`config.mk`:
```
export PLATFORM = sky130hd
export DESIGN_NAME = tank_ctrl_mk2
export DESIGN_NICKNAME = d
export VERILOG_FILES = /design/src/rtl/tank_ctrl_mk2.sv
export SDC_FILE = /design/constraint.sdc
export NUM_CORES = 1
export LEC_CHECK = 0
export ABC_CLOCK_PERIOD_IN_PS = 21300
export CORE_ASPECT_RATIO = 2
export CORE_MARGIN = 2
export CORE_UTILIZATION = 31
export DETAILED_ROUTE_END_ITERATION = 10
export GPL_ROUTABILITY_DRIVEN = 0
export GPL_TIMING_DRIVEN = 0
export HOLD_SLACK_MARGIN = 0.1
export MAX_ROUTING_LAYER = met4
export PLACE_DENSITY_LB_ADDON = 0.25
export SYNTH_ARGS = -nofsm -noshare
export SYNTH_HDL_FRONTEND = slang
export SYNTH_SLANG_ARGS = --single-unit
```
`constraint.sdc`:
```
create_clock -name clk -period 21.3 [get_ports clk]
set_clock_uncertainty 0.2 [all_clocks]
set_input_delay 5.325 -clock clk [delete_from_list [all_inputs] [get_ports clk]]
set_output_delay 5.325 -clock clk [all_outputs]
set_load 0.01 [all_outputs]
```
`src/rtl/tank_ctrl_mk2.sv`:
```
// rtl/tank_ctrl_mk2.sv - player tank controller: tile-collided movement, fire cooldown, hp/lives and respawn life-cycle
module tank_ctrl_mk2 #(
  parameter logic [9:0] INIX          = 10'd32,
  parameter logic [9:0] INIY          = 10'd32,
  parameter int         PLAYER_INDEX  = 0,
  parameter int         TILE          = 32,
  parameter int         MAP_W         = 16,
  parameter int         MAP_H         = 16,
  parameter int         STEP          = 4,
  parameter int         MOVE_PERIOD   = 2,
  parameter int         FIRE_COOLDOWN = 8,
  parameter int         MAX_HP        = 3,
  parameter int         LIVES         = 3,
  parameter int         INVULN_TICKS  = 60,
  parameter int         RESPAWN_TICKS = 120
) (
  input  logic                   clk,
  input  logic                   reset,
  input  logic                   tick,
  input  logic                   game_over,
  input  logic                   hit,
  input  logic [MAP_W*MAP_H-1:0] map_walls,
  input  logic                   up,
  input  logic                   down,
  input  logic                   left,
  input  logic                   right,
  input  logic                   fire,
  output logic                   bullet_fire,
  output logic [1:0]             bullet_direction,
  output logic [9:0]             pos_x,
  output logic [9:0]             pos_y,
  output logic [2:0]             lives_left,
  output logic [31:0]            tank_state
);

  function automatic int cw(input int v);
    return (v < 2) ? 1 : $clog2(v + 1);
  endfunction

  localparam int NB  = MAP_W * MAP_H;
  localparam int IW  = (NB > 1) ? $clog2(NB) : 1;
  localparam int MW  = cw(MOVE_PERIOD - 1);
  localparam int FW  = cw(FIRE_COOLDOWN);
  localparam int IVW = cw(INVULN_TICKS);
  localparam int RSW = cw(RESPAWN_TICKS);

  localparam logic [MW-1:0]  MOVE_LAST = MW'(MOVE_PERIOD - 1);
  localparam logic [FW-1:0]  FC0       = FW'(FIRE_COOLDOWN);
  localparam logic [IVW-1:0] INV0      = IVW'(INVULN_TICKS);
  localparam logic [RSW-1:0] RSP0      = RSW'(RESPAWN_TICKS);
  localparam logic [1:0]     HP0       = 2'(MAX_HP);
  localparam logic [2:0]     LIVES0    = 3'(LIVES);
  localparam logic [1:0]     PIDX      = 2'(PLAYER_INDEX);

  typedef enum logic [1:0] {
    ST_ALIVE  = 2'b00,
    ST_INVULN = 2'b01,
    ST_DEAD   = 2'b10,
    ST_OUT    = 2'b11
  } state_e;

  state_e         fsm_q;
  logic [9:0]     pos_x_q, pos_y_q;
  logic [1:0]     dir_q, hp_q, bullet_dir_q;
  logic [2:0]     lives_q, anim_q;
  logic [IVW-1:0] inv_cnt_q;
  logic [RSW-1:0] rsp_cnt_q;
  logic [FW-1:0]  fire_cd_q;
  logic [MW-1:0]  move_cnt_q;
  logic           bullet_fire_q;

  logic [9:0]     pos_x_d, pos_y_d;
  logic [1:0]     req_dir;
  logic           any_dir, blocked, active, fatal_hit, fire_ok;
  int             cx, cy;

  // Out-of-map tiles read as walls so the box never leaves the playfield.
  function automatic logic wall_at(input int tx, input int ty);
    int   i;
    logic w;
    i = ty * MAP_W + tx;
    w = 1'b1;
    if (tx >= 0 && ty >= 0 && tx < MAP_W && ty < MAP_H)
      w = map_walls[i[IW-1:0]];
    return w;
  endfunction

  always_comb begin
    any_dir = up | down | left | right;
    cx      = int'(pos_x_q);
    cy      = int'(pos_y_q);
    req_dir = dir_q;
    if (up) begin
      req_dir = 2'b00;
      cy      = cy - STEP;
    end else if (down) begin
      req_dir = 2'b01;
      cy      = cy + STEP;
    end else if (left) begin
      req_dir = 2'b10;
      cx      = cx - STEP;
    end else if (right) begin
      req_dir = 2'b11;
      cx      = cx + STEP;
    end
    blocked = (cx < 0) || (cy < 0) || (cx + TILE > MAP_W * TILE) || (cy + TILE > MAP_H * TILE);
    if (!blocked)
      blocked = wall_at(cx / TILE, cy / TILE) || wall_at((cx + TILE - 1) / TILE, cy / TILE) ||
                wall_at(cx / TILE, (cy + TILE - 1) / TILE) ||
                wall_at((cx + TILE - 1) / TILE, (cy + TILE - 1) / TILE);
    pos_x_d = blocked ? pos_x_q : cx[9:0];
    pos_y_d = blocked ? pos_y_q : cy[9:0];
  end

  assign active    = (fsm_q == ST_ALIVE) || (fsm_q == ST_INVULN);
  assign fatal_hit = hit && (fsm_q == ST_ALIVE) && (hp_q <= 2'd1);
  assign fire_ok   = fire && (fire_cd_q == '0) && active && !fatal_hit;

  always_ff @(posedge clk or posedge reset) begin
    if (reset) begin
      pos_x_q       <= INIX;
      pos_y_q       <= INIY;
      dir_q         <= 2'b00;
      hp_q          <= HP0;
      lives_q       <= LIVES0;
      fsm_q         <= ST_INVULN;
      inv_cnt_q     <= INV0;
      rsp_cnt_q     <= '0;
      fire_cd_q     <= '0;
      move_cnt_q    <= MOVE_LAST;
      bullet_fire_q <= 1'b0;
      bullet_dir_q  <= 2'b00;
      anim_q        <= 3'd0;
    end else if (game_over) begin
      bullet_fire_q <= 1'b0;
    end else begin
      bullet_fire_q <= fire_ok;
      if (fire_ok) begin
        bullet_dir_q <= dir_q;
        fire_cd_q    <= FC0;
      end else if (tick && fire_cd_q != '0) begin
        fire_cd_q <= fire_cd_q - 1'b1;
      end

      if (tick && active && !fatal_hit) begin
        if (!any_dir) begin
          if (move_cnt_q != MOVE_LAST) move_cnt_q <= move_cnt_q + 1'b1;
        end else if (move_cnt_q == MOVE_LAST) begin
          move_cnt_q <= '0;
          dir_q      <= req_dir;
          pos_x_q    <= pos_x_d;
          pos_y_q    <= pos_y_d;
          if (!blocked) anim_q <= anim_q + 3'd1;
        end else begin
          move_cnt_q <= move_cnt_q + 1'b1;
        end
      end

      case (fsm_q)
        ST_ALIVE: if (hit) begin
          hp_q <= hp_q - 2'd1;
          if (hp_q > 2'd1) begin
            fsm_q     <= ST_INVULN;
            inv_cnt_q <= INV0;
          end else begin
            lives_q <= lives_q - 3'd1;
            if (lives_q <= 3'd1) begin
              fsm_q <= ST_OUT;
            end else begin
              fsm_q     <= ST_DEAD;
              rsp_cnt_q <= RSP0;
            end
          end
        end
        ST_INVULN: if (tick) begin
          if (inv_cnt_q <= IVW'(1)) begin
            inv_cnt_q <= '0;
            fsm_q     <= ST_ALIVE;
          end else begin
            inv_cnt_q <= inv_cnt_q - 1'b1;
          end
        end
        // Respawn overrides anything the fire/move paths did this cycle.
        ST_DEAD: if (tick) begin
          if (rsp_cnt_q <= RSW'(1)) begin
            rsp_cnt_q <= '0;
            fsm_q     <= ST_INVULN;
            inv_cnt_q <= INV0;
            pos_x_q   <= INIX;
            pos_y_q   <= INIY;
            dir_q     <= 2'b00;
            hp_q      <= HP0;
            fire_cd_q <= '0;
          end else begin
            rsp_cnt_q <= rsp_cnt_q - 1'b1;
          end
        end
        default: ;
      endcase
    end
  end

  assign bullet_fire      = bullet_fire_q & ~game_over;
  assign bullet_direction = bullet_dir_q;
  assign pos_x            = pos_x_q;
  assign pos_y            = pos_y_q;
  assign lives_left       = lives_q;
  assign tank_state       = {PIDX, active, pos_x_q, pos_y_q, dir_q, fsm_q, hp_q, anim_q};

endmodule

```
==> results of run 1 <==
==> metal layers <==
metal | up-vias | track usage [%] | routed length, um
met5 | - | - | 0
met4 | 0 | 15.3 | 3880
met3 | 172 | 1.79 | 1860
met2 | 530 | 48.3 | 28300
met1 | 6289 | 20.3 | 15600
li1 | 5964 | - | -
==> critical path, delay by kind of cell <==
family | cells | cell delay (ps)
AOI/OAI and AO/OA | 6 | 1660
muxes | 3 | 1090
adders and majority gates | 2 | 570
buffers and inverters | 11 | 5020
and+or+nand+nor | 9 | 2520
xor gates and xnor gates | 1 | 450
==> path summary, 6_finish.rpt <==
| kind | startpoint | endpoint |
|---|---|---|
| worst max-delay path | left | pos_y[7] |
| worst min-delay path | anim_q[2] | anim_q[2] |
| worst max register to register | pos_x[3] | pos_y[7] |
| worst min register to register | anim_q[2] | anim_q[2] |
| max in group asynchronous | reset | inv_cnt_q[3] |
| min in group asynchronous | reset | pos_y[7] |
==> where the power goes <==
group / switching [mW] / total [mW] / internal (mW)
clock: 0.0401 / 0.0874 / 0.0473
sequential: 0.0285 / 0.155 / 0.126
combinational: 0.203 / 0.417 / 0.214
==> final cells by class <==
cell class                 count  area [sq um]  area share (%)
multi-input combinational   1134         10500            63.6
timing repair buffer         313          3140            19.1
sequential                    49          1240            7.55
tap                          525           657            3.99
buffer                       117           591            3.59
inverter                      53           201            1.22
clock buffer                   6           139           0.845
clock inverter                 2          16.3          0.0989
antenna                        2          5.00          0.0304
==> layout by cell type (no fill, tap or decap), drive strengths merged, types with 16 or more instances in the layout <==
cell type      Yosys  routed
a21oi             45      45
a31oi             21      21
buf               62      63
clkbuf            55      61
clkdlybuf4s50      0     312
dfrtp             37      37
ha                67      67
inv               47      48
mux2              16      16
mux2i             91      91
mux4             138     138
nand2             84      84
nand2b            28      28
nand3             60      60
nand4             22      22
nor2              67      67
nor3              37      37
nor4              18      18
o21ai             54      54
or4               18      18
xnor2             47      47
xor2              30      30
==> sequential cells by signal, indices dropped and copies added, names as in the netlist <==
signal / flops
bullet_fire_q: 1
hp_q: 2
anim_q: 3
dir_q: 2
move_cnt_q: 1
fsm_q: 2
lives_left: 3
fire_cd_q: 4
pos_x: 8
bullet_direction: 2
pos_y: 8
rsp_cnt_q: 7
inv_cnt_q: 6
==> logic make-up (layout without fill, tap and decap cells) <==
| group | count (synthesis) | in the layout | share of synthesized area, % |
|---|---|---|---|
| buffers and inverters | 170 | 491 | 6.37 |
| DFF | 49 | 49 | 9.97 |
| AOI/OAI and AO/OA | 284 | 284 | 16.3 |
| other | 1 | 12 | 0.0301 |
| and+or+nand+nor | 446 | 446 | 20.3 |
| muxes | 245 | 245 | 33.7 |
| xor gates and xnor gates | 78 | 78 | 5.84 |
| adders and majority gates | 71 | 71 | 7.38 |
==> metrics by stage <==
stage,hold slack [ps],power [mW],setup WS (ps)
final,279,0.659,4710
after global routing,297,0.707,4040
after CTS,287,0.662,4780
after detailed placement,271,0.571,4510
after global placement,260,0.560,4640
after floorplan,266,0.406,7600
==> summary.txt, run 1 <==
syn_area_per_cell = 9.26 sq um
Core ar. = 39,600 sq um
leading area contributor after synthesis = mux4_2
io pins = 324
Top cell by count, worst path = clkbuf_1
Num CTS Buffers = 5
all-layer global routing usage = 23.8%
Reg clk slew, reported paths = 70 ps
Root Driver = clkbuf_16
DIE WIDTH = 146 um
Post-CTS Repair Setup Buffers = 0
Critical Path Max Stage Delay = 730 ps
via-per-instance ratio = 5.89
max-cap viol count = 0
grt ovf = 0
Final Instance Area = 16,400 sq um
maximum clock rate = 60.3 MHz
Hold/Removal Path Class = reg2reg
initial core utilization = 31.5%
sequential area share after synthesis = 9.97%
pwr/cell area = 40.1 nW/um^2
Final Hold Vio Count = 0
clk_lat worst skew = 310 ps
CTS tree = yes
DP Area = 16,300 sq um
first-pass GRT wire length = 75,500 um
type of origin of the critical path = input pin
Worst Path Required = 21,340 ps
layout cells sized above 1 = 16.0%
Final Max Tran Viols = 0
maximum root-to-sink buffer count = 2
number of gates resized after cts = 0
Placed Cells = 2,191
kind of end point of the critical path = register
Setup TNS Final = 0 ps
fill count = 3,989
largest net degree at the start of global routing = 40
routed vias = 12,955
fin cells = 2,201
Yosys warnings = 0
post-DP HPWL = 42,700 um
post-route minimum period = 16,590 ps
synthesized flop and latch total = 49
Slew @ Worst Pin = 1190 ps
Die Ht = 287 um
worst rel slew slack = 20.3%
hold_buf cts = 0
Max stage delay cell, worst path = clkbuf_1
P_leak = 6.22 nW
Peak VDD IR = 0.0000357 V
PortBufs = 312
main flop type after synthesis = dfrtp_1
antenna violations before repair = 2
via count of the first global-routing pass = 13,578
post-synthesis async set-or-reset flop share = 100%
EDFF count, synth = 0
reg2reg path depth = 33
synth cell count leaders = mux4_2, mux2i_1, nand2_1, ha_1, nor2_1
final wirelength = 49,700 um
Syn Inst Count = 1,344
Routed WL per cell = 22.6 um
mapped cell area = 12,400 sq um
DRT antenna net count = 0
Setup-failing EPs final = 0
post-synth top area share = 25.0%
Synth area leaders = mux4_2, dfrtp_1, mux2i_1
DRC errors left = 0
drt first pass iters = 5
synthesis-to-layout area growth = 32.2%
Yosys cell types = 108
FF-to-FF setup slack = 9550 ps
worst hold stages = 1
most numerous cell in the Yosys netlist = mux4_2
status = finished, final reports clean
Tcrit/Tclk final = 77.9%
# H-tree levels = 2
clk sink count = 49
crit-path max FO = 21
NumNets Final = 2,010
CP arrival = 16,640 ps
CP Class = in2reg
Die Area = 41,900 sq um
RSZ-0062 raised after global routing = false
DR iter-0 viols = 602
FP Rows = 103
post-layout utilization of the core = 41.6%
Power figures use the tool's default switching activity.
==> run 2: changes to the inputs <==
--- a/config.mk
+++ b/config.mk
@@ -5,7 +5,7 @@
 export SDC_FILE = /design/constraint.sdc
 export NUM_CORES = 1
 export LEC_CHECK = 0
-export ABC_CLOCK_PERIOD_IN_PS = 21300
+export ABC_CLOCK_PERIOD_IN_PS = 16660
 export CORE_ASPECT_RATIO = 2
 export CORE_MARGIN = 2
 export CORE_UTILIZATION = 31
==> constraint.sdc (replaced) <==
create_clock -name clk -period 16.66 [get_ports clk]
set_clock_uncertainty 0.2 [all_clocks]
set_input_delay 4.165 -clock clk [delete_from_list [all_inputs] [get_ports clk]]
set_output_delay 4.165 -clock clk [all_outputs]
set_load 0.01 [all_outputs]
==> results of run 2 <==
Same layout as run 1 (identical final DEF). Status: finished, final reports clean.
Main changes from that run: setup slack after placement 4510 ps -> 1030 ps; setup slack after layout 4710 ps -> 1230 ps; register-to-register setup slack 9550 ps -> 4910 ps; total power 0.659 mW -> 0.842 mW; worst IR drop on VDD 0.0000357 V -> 0.0000457 V
==> run 3: changes to the inputs <==
--- a/config.mk
+++ b/config.mk
@@ -8,7 +8,7 @@
 export ABC_CLOCK_PERIOD_IN_PS = 16660
 export CORE_ASPECT_RATIO = 2
 export CORE_MARGIN = 2
-export CORE_UTILIZATION = 31
+export CORE_UTILIZATION = 30
 export DETAILED_ROUTE_END_ITERATION = 10
 export GPL_ROUTABILITY_DRIVEN = 0
 export GPL_TIMING_DRIVEN = 0
==> summary.txt, run 3 (synthesis results as in run 1) <==
Max stage delay cell, worst path = buf_1
maximum clock rate = 63.9 MHz
FP Rows = 105
post-route minimum period = 15,650 ps
reg2reg path depth = 33
Worst Path Required = 16,700 ps
clk_lat worst skew = 300 ps
RSZ-0062 raised after global routing = false
pre-CTS WS = 853 ps
synthesis-to-layout area growth = 32.1%
Post-CTS Repair Setup Buffers = 0
most frequent cells in the layout = clkdlybuf4s50_1, mux4_2, mux2i_1
NumNets Final = 2,010
FF-to-FF setup slack = 4720 ps
Routed WL per cell = 22.7 um
layout cells sized above 1 = 15.9%
worst rel slew slack = 21.3%
Setup TNS Final = 0 ps
via-per-instance ratio = 5.85
Root Driver = clkbuf_16
area of the multi-input gates = 10,500 sq um
Final Hold Vio Count = 0
largest net degree at the start of global routing = 34
P_leak = 6.21 nW
routed vias = 12,928
initial core utilization = 30.4%
# H-tree levels = 2
Die Area = 43,200 sq um
sequential standard cell area = 1240 sq um
io pins = 324
antenna violations before repair = 1
number of gates resized after cts = 0
Core ar. = 41,000 sq um
DR iter-0 viols = 599
pwr/cell area = 50.9 nW/um^2
DIE WIDTH = 148 um
Peak VDD IR = 0.0000432 V
CTS tree = yes
all-layer global routing usage = 23.3%
worst hold stages = 1
Slew @ Worst Pin = 1170 ps
maximum root-to-sink buffer count = 2
hold_buf cts = 0
kind of end point of the critical path = register
Num CTS Buffers = 5
crit-path max FO = 21
max-cap viol count = 0
clk sink count = 49
Hold/Removal Path Class = reg2reg
Final WS setup = 1010 ps
Setup-failing EPs final = 0
commonest non-fill, non-tap cell in the layout = clkdlybuf4s50_1
status = finished, final reports clean
Die Ht = 292 um
Final Max Tran Viols = 0
PortBufs = 312
post-DP HPWL = 43,300 um
Reg clk slew, reported paths = 70 ps
DRC errors left = 0
type of origin of the critical path = input pin
Top cell by count, worst path = clkbuf_1
Critical Path Max Stage Delay = 780 ps
Tcrit/Tclk final = 93.9%
drt first pass iters = 5
grt ovf = 0
first-pass GRT wire length = 75,500 um
CP Class = in2reg
DRT antenna net count = 0
CP arrival = 15,690 ps
fill count = 4,133
final wirelength = 50,200 um
via count of the first global-routing pass = 13,521
## run 3: cell count changes in the layout (fill, tap and decap cells not counted), sizes merged
cell,previous run,this run
diode,2,1
clkinv,6,7
clkinvlp,1,0
## run 3: per-layer routing
layer / part of all wire (%) / up-vias / global-route usage [%] / routed length [um]
met4: 7.5 / 0 / 14.8 / 3760
met1: 31 / 6253 / 19.9 / 15400
met3: 4.3 / 146 / 1.92 / 2150
met5: 0 / - / - / 0
met2: 58 / 569 / 46.9 / 28900
li1: - / 5960 / - / -
## run 3: per-stage QoR
| step | cells | power, mW | area (sq um) | hold WS (ps) | util, % |
|---|---|---|---|---|---|
| finish | 2210 | 0.836 | 16400 | 286 | 40.1 |
| detailed placement | 2201 | 0.732 | 16300 | 277 | 39.8 |
| global placement | 2200 | 0.717 | 16300 | 279 | 39.7 |
| floorplan | 1353 | 0.519 | 12500 | 266 | - |
| global route | 2210 | 0.899 | 16400 | 308 | 40.1 |
| CTS | 2209 | 0.840 | 16400 | 293 | 40.1 |
## run 3: final timing paths
check,from,end
max,left,pos_y[9]
min,anim_q[2],anim_q[2]
max reg2reg,pos_x[3],pos_y[9]
min reg2reg,anim_q[2],anim_q[2]
max in group asynchronous,reset,inv_cnt_q[2]
min in group asynchronous,reset,pos_y[7]
## run 3: cell type report
type                       instances  share of cell area, %
antenna                            1                 0.0152
buffer                           117                   3.59
clock buffer                       6                  0.784
clock inverter                     2                 0.0837
inverter                          53                   1.23
multi-input combinational       1134                   63.6
sequential                        49                   7.55
tap                              535                   4.07
timing repair buffer             313                   19.1
## run 3: power by group
group / total, mW / internal (mW) / switching [mW]
combinational: 0.533 / 0.274 / 0.259
clock: 0.106 / 0.0562 / 0.0496
sequential: 0.198 / 0.162 / 0.0362
## run 3: worst max-delay path, delay by kind of cell
kind / cells / cell delay, ps
buffers and inverters: 11 / 5040
muxes: 3 / 1130
AOI/OAI and AO/OA: 6 / 1640
adders and majority gates: 2 / 700
and+or+nand+nor: 9 / 2500
xor gates and xnor gates: 1 / 460
